$ cat src/rtl/apb_req_arbiter.sv
// rtl/apb_req_arbiter.sv - round-robin arbiter sharing one APB master transfer port
// Issues trnsfr pulses, routes done/rdata back to the owner, and flags stalled transfers.
module apb_req_arbiter #(
  parameter int NREQ       = 4,
  parameter int ADDR_WIDTH = 32,
  parameter int DATA_WIDTH = 32,
  parameter int TIMEOUT    = 256
) (
  input  logic                       clk,
  input  logic                       rst_n,
  input  logic [NREQ-1:0]            req,
  input  logic [NREQ-1:0]            req_wr,
  input  logic [NREQ*ADDR_WIDTH-1:0] req_addr,
  input  logic [NREQ*DATA_WIDTH-1:0] req_wdata,
  input  logic [NREQ*2-1:0]          req_dsel,
  output logic [NREQ-1:0]            gnt,
  output logic [NREQ-1:0]            done,
  output logic [DATA_WIDTH-1:0]      rdata,
  output logic                       m_trnsfr,
  output logic                       m_wr,
  output logic [ADDR_WIDTH-1:0]      m_address,
  output logic [DATA_WIDTH-1:0]      m_data_in,
  output logic [1:0]                 m_dsel,
  input  logic                       psel,
  input  logic                       penable,
  input  logic                       pready,
  input  logic [DATA_WIDTH-1:0]      m_data_out,
  output logic                       timeout,
  output logic                       busy
);

  localparam int OW  = (NREQ > 1) ? $clog2(NREQ) : 1;
  localparam int WDW = (TIMEOUT > 0) ? $clog2(TIMEOUT + 1) : 1;
  localparam logic [WDW-1:0] WD_LAST = WDW'((TIMEOUT > 0) ? TIMEOUT - 1 : 0);
  localparam logic [WDW-1:0] WD_SAT  = WDW'(TIMEOUT);

  typedef enum logic {ARB_IDLE, ARB_BUSY} arb_state_t;

  arb_state_t      r_state;
  logic [OW-1:0]   r_owner;
  logic [OW-1:0]   r_rr_ptr;
  logic [WDW-1:0]  r_wd;

  logic            w_completion;
  logic            w_busy;
  logic [NREQ-1:0] w_owner_oh;
  logic [NREQ-1:0] w_eligible;
  logic            w_win_valid;
  logic [OW-1:0]   w_win_idx;
  logic            w_issue;
  logic            w_done_now;
  logic            w_sel_valid;
  logic [OW-1:0]   w_sel_idx;

  function automatic logic [OW-1:0] wrap_idx(input logic [OW-1:0] base, input int k);
    int s;
    s = int'(base) + k;
    if (s >= NREQ) s = s - NREQ;
    return OW'(s);
  endfunction

  assign w_completion = psel & penable & pready;
  assign w_busy       = (r_state == ARB_BUSY);
  assign w_owner_oh   = {{(NREQ-1){1'b0}}, 1'b1} << r_owner;

  // While busy, a new winner may only be chosen in the completion cycle (back-to-back issue).
  always_comb begin
    w_eligible = '0;
    if (r_state == ARB_IDLE)
      w_eligible = req;
    else if (w_completion)
      w_eligible = req & ~w_owner_oh;
  end

  always_comb begin
    w_win_valid = 1'b0;
    w_win_idx   = '0;
    for (int k = 1; k <= NREQ; k++) begin
      if (!w_win_valid && w_eligible[wrap_idx(r_rr_ptr, k)]) begin
        w_win_valid = 1'b1;
        w_win_idx   = wrap_idx(r_rr_ptr, k);
      end
    end
  end

  assign w_issue     = rst_n & w_win_valid;
  assign w_done_now  = rst_n & w_busy & w_completion;
  assign w_sel_valid = rst_n & (w_issue | w_busy);
  assign w_sel_idx   = w_issue ? w_win_idx : r_owner;

  assign m_trnsfr  = w_issue;
  assign gnt       = w_issue ? ({{(NREQ-1){1'b0}}, 1'b1} << w_win_idx) : '0;
  assign m_wr      = w_sel_valid & req_wr[w_sel_idx];
  assign m_address = w_sel_valid ? req_addr[w_sel_idx*ADDR_WIDTH +: ADDR_WIDTH] : '0;
  assign m_data_in = w_sel_valid ? req_wdata[w_sel_idx*DATA_WIDTH +: DATA_WIDTH] : '0;
  assign m_dsel    = w_sel_valid ? req_dsel[w_sel_idx*2 +: 2] : 2'b00;

  assign done    = w_done_now ? w_owner_oh : '0;
  assign rdata   = (w_done_now && !req_wr[r_owner]) ? m_data_out : '0;
  assign busy    = rst_n & w_busy;
  assign timeout = (TIMEOUT > 0) & rst_n & w_busy & ~w_completion & (r_wd == WD_LAST);

  // The watchdog saturates one past its trigger value so the pulse fires only once.
  always_ff @(posedge clk or negedge rst_n) begin
    if (!rst_n) begin
      r_state  <= ARB_IDLE;
      r_owner  <= '0;
      r_rr_ptr <= OW'(NREQ - 1);
      r_wd     <= '0;
    end else if (w_issue) begin
      r_state  <= ARB_BUSY;
      r_owner  <= w_win_idx;
      r_rr_ptr <= w_win_idx;
      r_wd     <= '0;
    end else if (r_state == ARB_BUSY) begin
      if (w_completion) begin
        r_state <= ARB_IDLE;
        r_wd    <= '0;
      end else if (TIMEOUT > 0 && r_wd != WD_SAT) begin
        r_wd <= r_wd + 1'b1;
      end
    end
  end

endmodule

$ cat config.mk
export PLATFORM = sky130hd
export DESIGN_NAME = apb_req_arbiter
export DESIGN_NICKNAME = d
export VERILOG_FILES = /design/src/rtl/apb_req_arbiter.sv
export SDC_FILE = /design/constraint.sdc
export NUM_CORES = 1
export LEC_CHECK = 0
export CAP_MARGIN = 20
export CORE_AREA = 2 2 163 165
export CTS_CLUSTER_SIZE = 10
export DETAILED_ROUTE_END_ITERATION = 10
export DIE_AREA = 0 0 165 167
export SYNTH_ARGS = -nofsm -noshare
export SYNTH_HDL_FRONTEND = slang
export SYNTH_SLANG_ARGS = --single-unit
$ cat constraint.sdc
create_clock -name clk -period 6.2 [get_ports clk]
set_input_delay 0.93 -clock clk [delete_from_list [all_inputs] [get_ports clk]]
set_output_delay 0.93 -clock clk [all_outputs]
set_load 0.01 [all_outputs]
=== Word level (Yosys, flattened, before mapping) ===
Cells that the tools add are included.

* Bits in registers: 14
* Latch bits: 0
* RAM bits: 0
* Bits in read-only memories: 0
* Output and inout bits: 110
* Memories: 0

* Add/subtract/negate cells: 9
* $mul: 0
* Divide/modulo/power cells: 0
* Order comparisons: 10
* Equal/unequal tests: 2
* Shift-type cells: 5
* Mux-type cells: 40
* Bitwise logic cells: 13
* Reduce and logical (&&, ||, !) cells: 11

{| class="wikitable"
|+ Operator list
! kind !! number
|-
| indexed part select 128 x 8 -> 32 bit || 2
|-
| 2-to-1 mux 32 bit || 3
|-
| 2-to-1 mux 9 bit || 4
|-
| 2-to-1 mux 2 bit || 10
|-
| less-than comparator 2 x 3 -> 1 bit (second input constant) || 6
|-
| 2-to-1 mux 4 bit || 4
|-
| 2-to-1 mux 1 bit || 13
|-
| binary-select mux 1 bit (select 2 bit) || 6
|-
| adder 9 x 1 -> 9 bit (second input constant) || 1
|-
| AND 1 bit || 9
|-
| == test 9 x 8 -> 1 bit (second input constant) || 1
|-
| greater-or-equal comparator 3 bit (second input constant) || 3
|-
| != test 9 bit (second input constant) || 1
|-
| indexed part select 8 x 4 -> 2 bit || 1
|-
| << shifter 1 x 2 -> 4 bit (first input constant) || 2
|-
| subtractor 2 x 1 -> 2 bit (second input constant) || 4
|-
| adder 2 x 2 -> 3 bit (second input constant) || 2
|-
| adder 2 x 3 -> 4 bit (second input constant) || 1
|-
| AND 4 bit || 1
|-
| greater-or-equal comparator 4 x 3 -> 1 bit (second input constant) || 1
|-
| logical AND 1 bit || 4
|-
| logical NOT 1 bit || 4
|-
| NOT 4 bit || 1
|-
| adder 2 x 1 -> 3 bit (second input constant) || 1
|-
| 5 further kinds || 5
|}

=== Logic depth before layout (Yosys ltp) ===
Gate-level depths: netlist (run 1).

* Depth in word-level cells: 22
* Gate-level depth with buffers: 11

=== Worst setup path after synthesis (run 1) ===
Ideal clock, no wire load.

* Path type: input to output
* From: input port req[3]
* To: output port m_address[10]
* Arrival time: 2.545 ns
* Required time: 5.270 ns
* Slack: 2.725 ns
* Stages: 11
* Path buffers: 5
* Path through: buf_2 -> mux2i_1 -> a21oi_1 -> o21ba_2 -> buf_4 -> o32ai_2 -> buf_4 -> buf_12 -> buf_8 -> mux2i_1 -> o22ai_1

* Longest elaborated chain between the ends: 19

{| class="wikitable"
|+ Ends and longest elaborated chain
! what !! line !! RTL
|-
| start: declaration || 11 || <nowiki>input logic [NREQ-1:0] req,</nowiki>
|-
| AND 4 bit || 72 || <nowiki>w_eligible = req & ~w_owner_oh;</nowiki>
|-
| 2-to-1 mux 4 bit || 71 || <nowiki>else if (w_completion)</nowiki>
|-
| 2-to-1 mux 4 bit (*) || 69 || <nowiki>if (r_state == ARB_IDLE)</nowiki>
|-
| binary-select mux 1 bit (select 2 bit) || 79 || <nowiki>if (!w_win_valid && w_eligible[wrap_idx(r_rr_ptr, k)]) begin</nowiki>
|-
| 2-to-1 mux 1 bit (not written as such) || 79 ||
|-
| 2-to-1 mux 1 bit || 79 ||
|-
| logical NOT 1 bit || 79 ||
|-
| logical AND 1 bit || 79 ||
|-
| (+3 left out) || - ||
|-
| 2-to-1 mux 1 bit || 79 ||
|-
| logical NOT 1 bit || 79 ||
|-
| logical AND 1 bit || 79 ||
|-
| 2-to-1 mux 1 bit || 79 ||
|-
| AND 1 bit || 86 || <nowiki>assign w_issue = rst_n & w_win_valid;</nowiki>
|-
| 2-to-1 mux 2 bit / OR 1 bit (equally long branches) || 89, 88 ||
|-
| indexed part select 128 x 8 -> 32 bit / AND 1 bit (equally long branches) || 94, 88 ||
|-
| 2-to-1 mux 32 bit (*) || 94 || <nowiki>assign m_address = w_sel_valid ? req_addr[w_sel_idx*ADDR_WIDTH +: ADDR_WIDTH] : '0;</nowiki>
|-
| end: declaration || 21 || <nowiki>output logic [ADDR_WIDTH-1:0] m_address,</nowiki>
|}

Every way passes the cells marked *; elsewhere a longest branch is shown, timed or not. The select of a mux whose other input is x is not followed.

=== Worst setup path in the final report (run 1) ===
* From: input port req[3]
* To: output port m_address[23]

The elaborated chain is that of the path after synthesis.

==> impl_results.md, run 1 <==
- Die Ht: between 150 and 200 um
- Routed vias: 4691
- CTS tree: built
- DR DRC count: 0
- Cell with the most instances after synthesis: mux2i_1
- Total GRT Usage: 13.2%
- Critical path type: in2out
- Core Footprint: 25800 um2
- Least-Margin Pin Slew: between 1000 and 1500 ps
- Synth Area in XOR/XNOR: under 10%
- Cts hold-fix bufs: 0
- Total grt overflow: 0
- Area grow syn2layout: 132%
- Mux contribution to synthesized area: 41.0%
- Crit. End Element: output pin
- Max Fclk: 0.192 GHz
- Vias per cell: 4.17
- Main combinational cell family by area after synthesis: multiplexers
- Ant. Diodes: 0
- Synth Area in Adders: ~1.1%
- Multi-input logic area: between 2000 and 3000 um2
- CP max stage delay: roughly 670 ps
- Share of cells above drive strength 1: under 10%
- Final Hold Vio Count: 0
- Average wire per standard cell: 17.7 um
- Crit path DAT: 4290 ps
- Postcts setup bufs: 0
- Overall Power: between 2 and 2.5 mW
- Top Family by Delay on Critical Path: buffers and inverters
- DRT Wirelength: 19.9 mm
- Final slew viol count: 0
- Final HPWL DP: about 17 mm
- Slowest CP cell: clkdlybuf4s50_1
- Final setup fails: 0
- Largest cells by area after synthesis: mux2i_1 40%, o22ai_1 12%, dfrtp_1 8.8%
- Netlist Area Pre-Place: around 3400 um2
- Initial antenna violation count: 1
- H-tree lvl count: 1
- Critical Path RT: 5270 ps
- Outcome: finished, final reports clean
- Flop and latch count out of synthesis: 14
- First-pass GRT wire length: between 20 and 30 mm
- Pre-CTS setup slack: 939 ps
- P_leak: ~3.0 nW
- Netlist cell types: 54
- Antenna Violating Nets Remaining: 0
- Post-Syn Area per Cell: 8.54 um2
- Post-synthesis cell count: 400
- # rows: 59
- Async set or reset register ratio after synthesis: between 90% and 100%
- Total CTS buffers: 3
- Top FF cell, synth: dfrtp_1
- Yosys warning total: 0
- Post-CTS resize count: 0
- Largest net degree at the start of global routing: 68
- WP buf/inv: 4
- Pre-antenna DRT Iters: 4
- Compound-cell area share of the yosys netlist: 21.5%
- I/O pin cnt: around 420
- Port bufs: ~420
- Register area share after synthesis: 10.3%
- DR iter-0 viols: 230
- Crit path launch type: primary input
- Hold crit path type: reg2reg
- Final period util: a little over four fifths
- Initial core utilization: between 10% and 20%
- Fill count: between 2000 and 3000
- Final min period: ~5200 ps
- Post-synth EDFFs: 0
- Post-synth top area share: approximately 40%
- Max-Cap Viols: 0
- Register area: about 350 um2
- Clock Skews: ~1.4 ps
- VDD IR max: roughly 0.19 mV
- Clock sinks: 14
- Skew-Pair Late Insertion Delay: roughly 240 ps
- GP Congestion: a little over 0.9
- CTS max path bufs: 2
- Post-Synth Simple-Gate Area: between 10% and 20%
- Die outline width: about 170 um
- Worst rel slew slack: a little over a quarter
- Clock root buffer master: clkbuf_16
- Unrepaired setup endpoints after global routing: no
- Commonest cells post-synth: 136 x mux2i_1, 68 x o22ai_1, 34 x and2_1, 15 x nor2_1
- Crit path cell chain: clkdlybuf4s50_1, mux2i_1, a21oi_1, a32oi_1, o32ai_4, buf_12, buf_12, mux2i_1, o22ai_1, clkdlybuf4s50_1
- Net count after synthesis: a little over 700
- Clock Pin Slew Worst Setup and Hold Paths: about 50 ps
- Fin Setup TNS: 0 ps
- Post-synth top area cell: mux2i_1
- Power density over the cells: about 310 nW/um2
- Die area: 27600 um2
- Final WS setup: just under 1000 ps
- Max FO, Critical Path: 51
- Number of global-route vias before repair: ~4900
- # nets final: roughly 1100
[state kept, by name, summed over array words and instances, names as in the netlist]
signal and flops:
r_owner 2, r_state 1, r_wd 9, r_rr_ptr 2
[cell usage in the layout, fill, tap and decap left out, types with 4 or more instances in the layout]
cell type / count
o21ai_0: 12
nor2_1: 15
buf_12: 4
and2_1: 34
mux2i_1: 136
dfrtp_1: 12
and3_1: 6
clkdlybuf4s50_1: 418
nand2_1: 9
a21oi_1: 5
xor2_1: 4
nor3_1: 4
inv_1: 9
o22ai_1: 68
nand3_1: 5
[power breakdown]
group	switching [mW]	total [mW]	internal [mW]
logic	0.995	2.13	1.13
clock network	0.0386	0.136	0.0979
registers	0.0654	0.188	0.123
[worst reg2reg max path, stage by stage, from the launching register on]
cell	delay (ps)
dfrtp_1	770
mux2i_1	160
a21oi_1	310
o21ba_2	480
nor2_1	190
or3_1	390
a21oi_1	140
[layer usage]
metal	wire, um	track usage [%]	up-vias
met5	18	0	-
met4	40	0.718	2
met3	1890	2.86	6
met2	10000	24.8	249
met1	7960	15.8	2128
li1	-	-	2306
[cell type report]
class	count	area share [%]
tap	335	5.30
inverter	10	0.474
multi-input combinational	337	34.5
clock buffer	4	1.12
sequential	14	4.46
timing repair buffer	425	54.2
[cell families (layout without fill, tap and decap cells)]
group / after synthesis / in the layout
AO/OA/AOI/OAI: 105 / 105
multiplexers: 138 / 138
flip-flops: 14 / 14
buffers and inverters: 49 / 439
XOR/XNOR: 4 / 4
adder cells (fa/ha/maj): 3 / 3
AND/OR/NAND/NOR: 87 / 87
[worst paths after layout]
check                            from  slack, ps            end  depth (start not counted)
max                            req[3]        980  m_address[23]                         10
min                           r_wd[8]        510        r_wd[8]                          2
max reg2reg                r_owner[0]       3690        r_wd[6]                          6
min reg2reg                   r_wd[8]        510        r_wd[8]                          2
max in group asynchronous       rst_n       4940    r_rr_ptr[1]                          2
min in group asynchronous       rst_n       1010        r_wd[5]                          2
[metrics by stage]
step	hold slack [ps]	std cells	area [um2]	utilization, %
floorplan	463	400	3410	-
global placement	485	1121	7830	30.4
detailed placement	501	1121	7830	30.4
CTS	513	1125	7910	30.7
global route	531	1125	7910	30.7
finish	511	1125	7910	30.7
No activity file was read; power rests on OpenSTA's default activity.
==> run 2: changes to the inputs <==
- CORE_AREA: 2 2 163 165 -> 2 2 164 166
- DIE_AREA: 0 0 165 167 -> 0 0 166 168
- clock period: 6.2 -> 5.2 ns (I/O delays scaled with it)
==> impl_results.md, run 2 (synthesis results as in run 1) <==
- Crit. End Element: output pin
- Pre-antenna DRT Iters: 4
- Global routing usage on met1: approximately 16%
- GR met3 Demand/Resource: between 2 and 3%
- Area grow syn2layout: 133%
- Total CTS buffers: 3
- Final HPWL DP: 16.9 mm
- Post-CTS resize count: 0
- VDD IR max: 0.276 mV
- Clock Pin Slew Worst Setup and Hold Paths: about 50 ps
- Placed cell areas: just under 8000 um2
- DRT Wirelength: about 20 mm
- Final period util: around 94%
- I/O pin cnt: roughly 420
- Crit path DAT: slightly above 4000 ps
- First-pass GRT wire length: roughly 29 mm
- Largest net degree at the start of global routing: a little under 70
- Design Area, Final: 7960 um2
- Worst rel slew slack: between 40 and 50%
- Critical Path RT: 4420 ps
- Largest registers: r_wd (9), r_owner (2), r_rr_ptr (2)
- Core Footprint: 26400 um2
- Skew-Pair Late Insertion Delay: 240 ps
- GR peak layer: met2
- Die outline width: 166 um
- Total grt overflow: 0
- Max Fclk: 0.204 GHz
- Biggest register: r_wd
- DR iter-0 viols: between 200 and 250
- Hold crit path type: reg2reg
- Hold WS: approximately 500 ps
- Pre-CTS setup slack: 372 ps
- Most frequent cells in the layout: 418 x clkdlybuf4s50_1, 136 x mux2i_1, 68 x o22ai_1, 34 x and2_1, 15 x nor2_1
- P_leak: about 3 nW
- FF-to-FF setup slack: about 2700 ps
- GP Congestion: ~0.84
- Placed insts: between 1000 and 1500
- Postcts setup bufs: 0
- Clock sinks: 14
- Fin Setup TNS: 0 ps
- Initial antenna violation count: 3
- Die area: about 28000 um2
- Final slew viol count: 0
- Initial core utilization: ~13%
- Port bufs: ~420
- Share of cells above drive strength 1: between 3 and 4%
- Power density over the cells: between 300 and 400 nW/um2
- Number of global-route vias before repair: between 4000 and 5000
- Total GRT Usage: a little over an eighth
- Met2 Use GR: between 20% and 30%
- CTS tree: built
- Overall Power: just under 3 mW
- Crit path launch type: primary input
- Final Hold Vio Count: 0
- Clock root buffer master: clkbuf_16
- Clock Skews: 2.41 ps
- Routed vias: approximately 4800
- Layout Utilization: a little over 30%
- Commonest non-fill, non-tap cell in the layout: clkdlybuf4s50_1
- Antenna Violating Nets Remaining: 0
- Vias per cell: roughly 4.2
- Least-Margin Pin Slew: 868 ps
- Critical path type: in2out
- Register area: 353 um2
- Die Ht: ~170 um
- CTS max path bufs: 2
- Final min period: between 4000 and 5000 ps
- Average wire per standard cell: ~18 um
- Max-Cap Viols: 0
- Max FO, Critical Path: 52
- Max reg flops: 9
- Final setup fails: 0
- Outcome: finished, final reports clean
- Final WS setup: 309 ps
- Multi-input logic area: between 2000 and 3000 um2
- Unrepaired setup endpoints after global routing: no
- Fin cells: between 1000 and 1500
- H-tree lvl count: 1
- # rows: 60
- Cts hold-fix bufs: 0
- Fill count: between 2000 and 3000
- DR DRC count: 0
- # nets final: 1106
run 2: cell types whose count changed in the layout (fill, tap and decap cells not counted):
cell / previous run / this run
buf_12: 4 / 5
buf_4: 3 / 5
diode_2: 0 / 3
run 2: report_power, final:
part           total [mW]  switching (mW)  internal [mW]
Combinational        2.55            1.18           1.37
Clock               0.160          0.0437          0.116
Sequential          0.224          0.0773          0.146
Total                2.93            1.30           1.63
run 2: critical path, stage by stage:
cell and delay [ps]:
clkdlybuf4s50_1 690, mux2i_1 120, a21oi_1 310, a32oi_1 190, o32ai_4 420, buf_12 210
buf_12 310, mux2i_1 350, o22ai_1 130, clkdlybuf4s50_1 550
run 2: per-layer routing:
metal,vias to the layer above,share of wire [%]
li1,2319,-
met1,2182,41
met5,-,0
met3,16,7.6
met4,0,2.2
met2,293,49
run 2: cell type report:
class                      count  area share [%]
sequential                    14            4.43
multi-input combinational    337            34.3
inverter                      10           0.471
clock buffer                   4            1.12
tap                          341            5.36
antenna                        3          0.0943
timing repair buffer         428            54.3
run 2: worst paths after layout:
| check | endpoint | cells past startpoint | startpoint |
|---|---|---|---|
| max in group asynchronous | r_rr_ptr[1] | 2 | rst_n |
| hold / removal | r_wd[8] | 2 | r_wd[8] |
| setup / recovery | m_address[22] | 10 | req[3] |
| hold reg to reg | r_wd[8] | 2 | r_wd[8] |
| min in group asynchronous | r_owner[0] | 2 | rst_n |
| setup reg to reg | r_wd[6] | 6 | r_owner[0] |
